### src/rtl/rgb_cmd_pwm.sv
// rgb_cmd_pwm: parses 0x5F,R,G,B colour frames and drives 3-channel 8-bit PWM on LED[2:0].
// Define RGB_CMD_TIMEOUT_EN to drop partial frames after TIMEOUT_CYCLES idle cycles.
module rgb_cmd_pwm_lane (
  input  logic       clk,
  input  logic       rst,
  input  logic [7:0] cnt,
  input  logic [7:0] duty,
  output logic       led
);
  always_ff @(posedge clk or posedge rst)
    if (rst) led <= 1'b0;
    else     led <= (cnt < duty);
endmodule

module rgb_cmd_pwm #(
  parameter int         PWM_DIV        = 4,
  parameter int         TIMEOUT_CYCLES = 100_000,
  parameter logic [7:0] HEADER         = 8'h5F
) (
  input  logic       clk,
  input  logic       rst,
  input  logic       rx_valid,
  input  logic [7:0] rx_data,
  output logic [2:0] LED,
  output logic       frame_ok,
  output logic       frame_err
);
  localparam int NUM_LANES = 3;
  localparam int VEC_W     = 8;
  localparam int PW        = (PWM_DIV > 1) ? $clog2(PWM_DIV) : 1;

  typedef enum logic [1:0] {IDLE, GET_R, GET_G, GET_B} state_t;

  state_t                          state;
  logic [NUM_LANES-1:0][VEC_W-1:0] shadow, duty;
  logic                            pending;
  logic [PW-1:0]                   pre;
  logic [VEC_W-1:0]                cnt;
  logic                            tick, load, timeout, b_landing;

  assign tick      = (pre == PW'(PWM_DIV - 1));
  assign b_landing = rx_valid && (state == GET_B);
  // Hold off the copy while the blue byte is being written so a frame is never split.
  assign load      = tick && (cnt == 8'hFF) && pending && !b_landing;

`ifdef RGB_CMD_TIMEOUT_EN
  localparam int GW = $clog2(TIMEOUT_CYCLES);
  logic [GW-1:0] gap;

  assign timeout = (state != IDLE) && !rx_valid && (gap == GW'(TIMEOUT_CYCLES - 1));

  always_ff @(posedge clk or posedge rst)
    if (rst)                                       gap <= '0;
    else if (rx_valid || state == IDLE || timeout) gap <= '0;
    else                                           gap <= gap + GW'(1);
`else
  // Never true for a legal TIMEOUT_CYCLES; partial frames wait forever.
  assign timeout = (TIMEOUT_CYCLES < 0);
`endif

  always_ff @(posedge clk or posedge rst)
    if (rst) begin
      state     <= IDLE;
      shadow    <= '0;
      pending   <= 1'b0;
      frame_ok  <= 1'b0;
      frame_err <= 1'b0;
    end else begin
      frame_ok  <= 1'b0;
      frame_err <= 1'b0;
      if (load) pending <= 1'b0;
      if (rx_valid) begin
        unique case (state)
          IDLE:  if (rx_data == HEADER) state <= GET_R;
                 else                   frame_err <= 1'b1;
          GET_R: begin shadow[2] <= rx_data; state <= GET_G; end
          GET_G: begin shadow[1] <= rx_data; state <= GET_B; end
          GET_B: begin
            shadow[0] <= rx_data;
            pending   <= 1'b1;
            frame_ok  <= 1'b1;
            state     <= IDLE;
          end
        endcase
      end else if (timeout) begin
        state     <= IDLE;
        frame_err <= 1'b1;
      end
    end

  always_ff @(posedge clk or posedge rst)
    if (rst) begin
      pre  <= '0;
      cnt  <= '0;
      duty <= '0;
    end else begin
      pre <= tick ? '0 : pre + PW'(1);
      if (tick) cnt  <= cnt + 8'd1;
      if (load) duty <= shadow;
    end

  for (genvar c = 0; c < NUM_LANES; c++) begin : g_lane
    rgb_cmd_pwm_lane u_lane (
      .clk  (clk),
      .rst  (rst),
      .cnt  (cnt),
      .duty (duty[c]),
      .led  (LED[c])
    );
  end
endmodule

### config.mk
export PLATFORM = sky130hd
export DESIGN_NAME = rgb_cmd_pwm
export DESIGN_NICKNAME = d
export VERILOG_FILES = /design/src/rtl/rgb_cmd_pwm.sv
export SDC_FILE = /design/constraint.sdc
export NUM_CORES = 1
export LEC_CHECK = 0
export BUFFER_PORTS_ARGS = -buffer_cell sky130_fd_sc_hd__buf_2
export CORE_MARGIN = 2
export CORE_UTILIZATION = 43
export CTS_CLUSTER_SIZE = 14
export DETAILED_ROUTE_END_ITERATION = 7
export PLACE_DENSITY_LB_ADDON = 0.1
export SLEW_MARGIN = 20
export SYNTH_ARGS = -nofsm -noshare
export SYNTH_HDL_FRONTEND = slang
export SYNTH_SLANG_ARGS = --single-unit
### constraint.sdc
create_clock -name clk -period 2.4 [get_ports clk]
set_input_delay 0.36 -clock clk [delete_from_list [all_inputs] [get_ports clk]]
set_output_delay 0.36 -clock clk [all_outputs]
set_load 0.005 [all_outputs]
**Word-level counts from Yosys, hierarchy flattened**

Cells that the tools add are included.
Widths: inputs -> output; s select.

- RAM bits: 0
- Memories: 0
- Memory bits (read-only): 0
- Output and inout bits: 5
- Flip-flop bits (word level): 66
- Logic and storage cells: 48
- Bits of input ports: 11
- Bits in latches: 0

- Muxes and demuxes: 11
- Reduce and logical (&&, ||, !) cells: 10
- Bitwise gates (word level): 0
- Shift operators: 0
- Magnitude comparators: 3
- Multiply operators: 0
- Eq/ne operators: 7
- Add/sub/neg operators: 2
- Divide/modulo/power cells: 0

Operator list:

| cell | count |
|---|---|
| $lt 8x8->1 | 3 |
| $add 8x1->8 const B | 1 |
| $eq 8x7->1 const B | 1 |
| $eq 8x8->1 const B | 1 |
| $mux 1 | 8 |
| $pmux 2 s4 | 1 |
| $reduce_and 2->1 | 4 |
| $eq 2x2->1 const B | 3 |
| $logic_and 1x1->1 | 4 |
| $mux 2 | 2 |
| $add 2x1->2 const B | 1 |
| $eq 2x1->1 const B | 1 |
| $logic_not 2->1 | 1 |
| $ne 2x2->1 const B | 1 |
| $logic_not 1->1 | 1 |

**Longest topological paths before layout**

- Word-level depth: 7
- Gate-level depth with buffers: 6
- Gate-level depth less buffers: 5

**Cells and area by module**

Synthesis repeated with hierarchy kept, for this count alone.

- Cell total of the unflattened synthesis: 241
- Area, all modules: 3090.5 µm²

Modules (own cells, without submodules):

| module | instances | cells each | sequential area each (µm²) | area each (µm²) |
|---|---|---|---|---|
| rgb_cmd_pwm | 1 | 160 | 1576.5 | 2474.9 |
| rgb_cmd_pwm_lane | 3 | 27 | 25.0 | 205.2 |

**Worst setup path before layout**

OpenSTA, ideal clock, no wires.

- Path kind: reg-to-reg
- From: reg cnt[1]
- To: reg duty[0] (netlist bit)
- Setup time: 0.125 ns
- Stages on the path, launching flop included: 6
- Arrival: 1.577 ns
- Path slack: 0.698 ns
- Required time: 2.275 ns
- Buffers on the path: 1
- Period minus slack after synthesis: 1.702 ns
- Cells stage by stage: dfrtp_1 > ha_1 > nand4_4 > nor3_4 > buf_6 > mux2_2

- Cells in the longest elaborated chain, start to end: 4

Ends and longest elaborated chain:

| what | RTL line | RTL |
|---|---|---|
| from (decl) | 38 | `logic [VEC_W-1:0] cnt;` |
| from (signal assigned) | 98 | `if (tick) cnt <= cnt + 8'd1;` |
| $eq 8x8->1 | 44 | `assign load = tick && (cnt == 8'hFF) && pending && !b_landing;` |
| $logic_and 1x1->1 (3 in series) | 44 |  |
| to (signal assigned) | 99 | `if (load) duty <= shadow;` |
| to (decl) | 35 | `logic [NUM_LANES-1:0][VEC_W-1:0] shadow, duty;` |

No other way between the ends.
A chain may end at the register's enable or synchronous reset.

**Final worst setup path**

- From: reg pre[0]
- To: reg duty[19] (netlist bit)

- Cells in the longest elaborated chain, start to end: 4

Ends and longest elaborated chain:

| what | RTL line | RTL |
|---|---|---|
| from (decl) | 37 | `logic [PW-1:0] pre;` |
| from (signal assigned) | 97 | `pre <= tick ? '0 : pre + PW'(1);` |
| $eq 2x2->1 | 41 | `assign tick = (pre == PW'(PWM_DIV - 1));` |
| $logic_and 1x1->1 (3 in series) | 44 |  |

No other way between the ends.

==> out/metrics.cfg <==
[clocking]
post_cts_buffers = 0
cts.sinks = 66
htree_levels = 3
post_cts_resized = 0
holdBufCountCts = 0
path_clk_slew_ns = 0.07
root_buffer = clkbuf_8
insertion_delay_ns = 0.34
cts_buffers = 9
cts_tree = built
clock_path_buffers = 2

[layout]
fillers = 611
area.growth.synth_to_final_pct = 11.1
n_antenna_cell = 0
drive_above_1_share = 0.331
final_cell_mix = dfrtp_1 (66), mux2_2 (48), ha_1 (28)
nets = 294
layout_commonest_cell = dfrtp_1

[die]
die_w_um = 88.9
chipHeight_um = 88.9
core.rowCount = 30
core_area_mm2 = 0.00687
ioPinCount = 16
die_area_mm2 = 0.00790
initial_utilization = 0.451

[synth]
ys_ff_latch = 66
synth_seq_area_share = 0.533
yosysWarningCount = 0
synth_top_area_share = 0.533
synth_top_cell_by_area = dfrtp_1
synthCells = 232
netlist_top_cells_area = dfrtp_1 (53%), mux2_2 (17%), ha_1 (11%)
syn_area_per_cell_um2 = 13.4
synth_nets = 271
ys_types = 29
syn_area_mm2 = 0.00310

[power_and_ir_drop]
power.internal_mw = 1.99
irDropWorstVdd_v = 0.000451
power.density_mw_per_mm2 = 790
power.leakage_nw = 1.67
switching_share = 0.269
power_frac_comb = 0.173
power_frac_seq = 0.540
finalPower_mw = 2.72
switchingPower_uw = 731
p_clk_frac = 0.287

[routing]
num_vias = 1729
routedWlPerCell_um = 14.6
drt-initial-drc-count = 43
ant_nets = 0
first_pass_iters = 4
via_per_inst = 4.86
drc_errors = 0
wl_um = 5210

[setup_path]
worstSetupPathType = reg -> reg
r2r_cells = 5
start_kind = flip-flop
cp.arrival_ns = 2.12
required_ns = 2.61
crit_fanout = 24
end_kind = flip-flop

[grt]
antenna_found_initial = 0
grt_max_degree = 32
gr-total-overflow = 0
grt_pass1_vias = 1784
track_usage = 0.158
grt_pass1_wl_um = 9170
busiest_layer = met1
use_met2 = 0.225
met3_usage = 0.0480
gr-usage-met1 = 0.228

[timing]
fin_worst_skew_ns = 0.0110
setup_viol = 0
slew_viol_final = 0
min_period_over_period = 0.795
relSlewSlack = 0.679
hold_viol_final = 0
rsz0062_at_grt = false
worst_pin_slew_ns = 0.481
finalSetupTns_ns = 0
max_freq_mhz = 524
post-route-min-period_ns = 1.91

[place]
io_buffers = 15
dp_hpwl_um = 3750
gp_congestion = 0.749

[job]
maxCapViolCount = 0

[min_path]
hp-class = in -> async

[status]
status = complete, no violations

==> cells in the mapped netlist (all sizes together) <==
cell type  count
a21o           6
and3           1
nand3          3
clkbuf         1
nor2           4
nor4bb         1
xor2           3
inv           25
a211oi         3
dfrtp         66
buf            6
ha            28
a21bo          1
nand2b         3
o21ai          4
nand4          3
mux2          50
nand2          8
a41oi          3
a21oi          3
mux2i          1
and4           1
xnor2          4
o211ai         3
nor3           1
==> metrics by stage <==
stage / setup WS, ns / instances / hold WS (ns) / utilization / area (um2)
finish: 0.493 / 356 / 0.0318 / 0.501 / 3440
global route: 0.340 / 356 / 0.0552 / 0.501 / 3440
CTS: 0.496 / 356 / 0.0343 / 0.501 / 3440
detailed placement: 0.511 / 340 / 0.414 / 0.478 / 3280
global placement: 0.516 / 340 / 0.409 / 0.478 / 3280
floorplan: 0.385 / 232 / 0.403 / - / 3100
==> state kept, by name, summed over array words and instances, names as in the netlist <==
register,cells
g_lane.u_lane.led,3
pre,2
duty,24
shadow,24
cnt,8
frame_ok,1
state,2
frame_err,1
pending,1
==> critical path: stages (launching register included) <==
cell     delay (ns)
dfrtp_1        0.35
ha_1           0.36
nand4_4        0.17
nor3_4         0.18
buf_4          0.32
mux2_2         0.38
==> power by group through the flow <==
stage               combinational (mW)  clock (mW)  sequential (mW)
finish                           0.470       0.782             1.47
global route                     0.531       0.859             1.50
CTS                              0.483       0.805             1.47
detailed placement               0.480           0             1.49
global placement                 0.469           0             1.48
floorplan                        0.376           0             1.44
==> final cells by class <==
type	instances	area (um2)	area share
Inverter	25	93.8	0.0272
Multi-Input combinational cell	134	1300	0.377
Timing Repair Buffer	19	118	0.0341
Tap cell	96	120	0.0349
Clock buffer	10	128	0.0371
Clock inverter	6	33.8	0.00981
Sequential cell	66	1650	0.479
==> worst paths after layout <==
check	slack, ns	from	endpoint
setup / recovery	0.49	pre[0]$_DFF_PP0_	duty[19]$_DFFE_PP0P_
hold / removal	0.03	rst	state[1]$_DFFE_PP0P_
setup reg to reg	0.49	pre[0]$_DFF_PP0_	duty[19]$_DFFE_PP0P_
hold reg to reg	0.42	pre[0]$_DFF_PP0_	pre[0]$_DFF_PP0_
max in group asynchronous	1.77	rst	cnt[3]$_DFFE_PP0N_
min in group clk	0.30	rx_data[1]	shadow[17]$_DFFE_PP0P_
==> routing by layer <==
| metal | up-vias | share of wire |
|---|---|---|
| li1 | 856 | - |
| met5 | - | 0 |
| met4 | 0 | 0.011 |
| met1 | 851 | 0.53 |
| met3 | 6 | 0.032 |
| met2 | 16 | 0.43 |
==> cell families (layout without fill, tap and decap cells) <==
family                     Yosys count  after routing  synth area share
AOI/OAI and AO/OA                   23             23            0.0521
xor gates and xnor gates             7              7            0.0198
adders and majority gates           28             28             0.113
buffers and inverters               32             60            0.0476
DFF                                 66             66             0.533
muxes                               51             51             0.185
and+or+nand+nor                     25             25            0.0497
(Power assumes the default switching activity.)
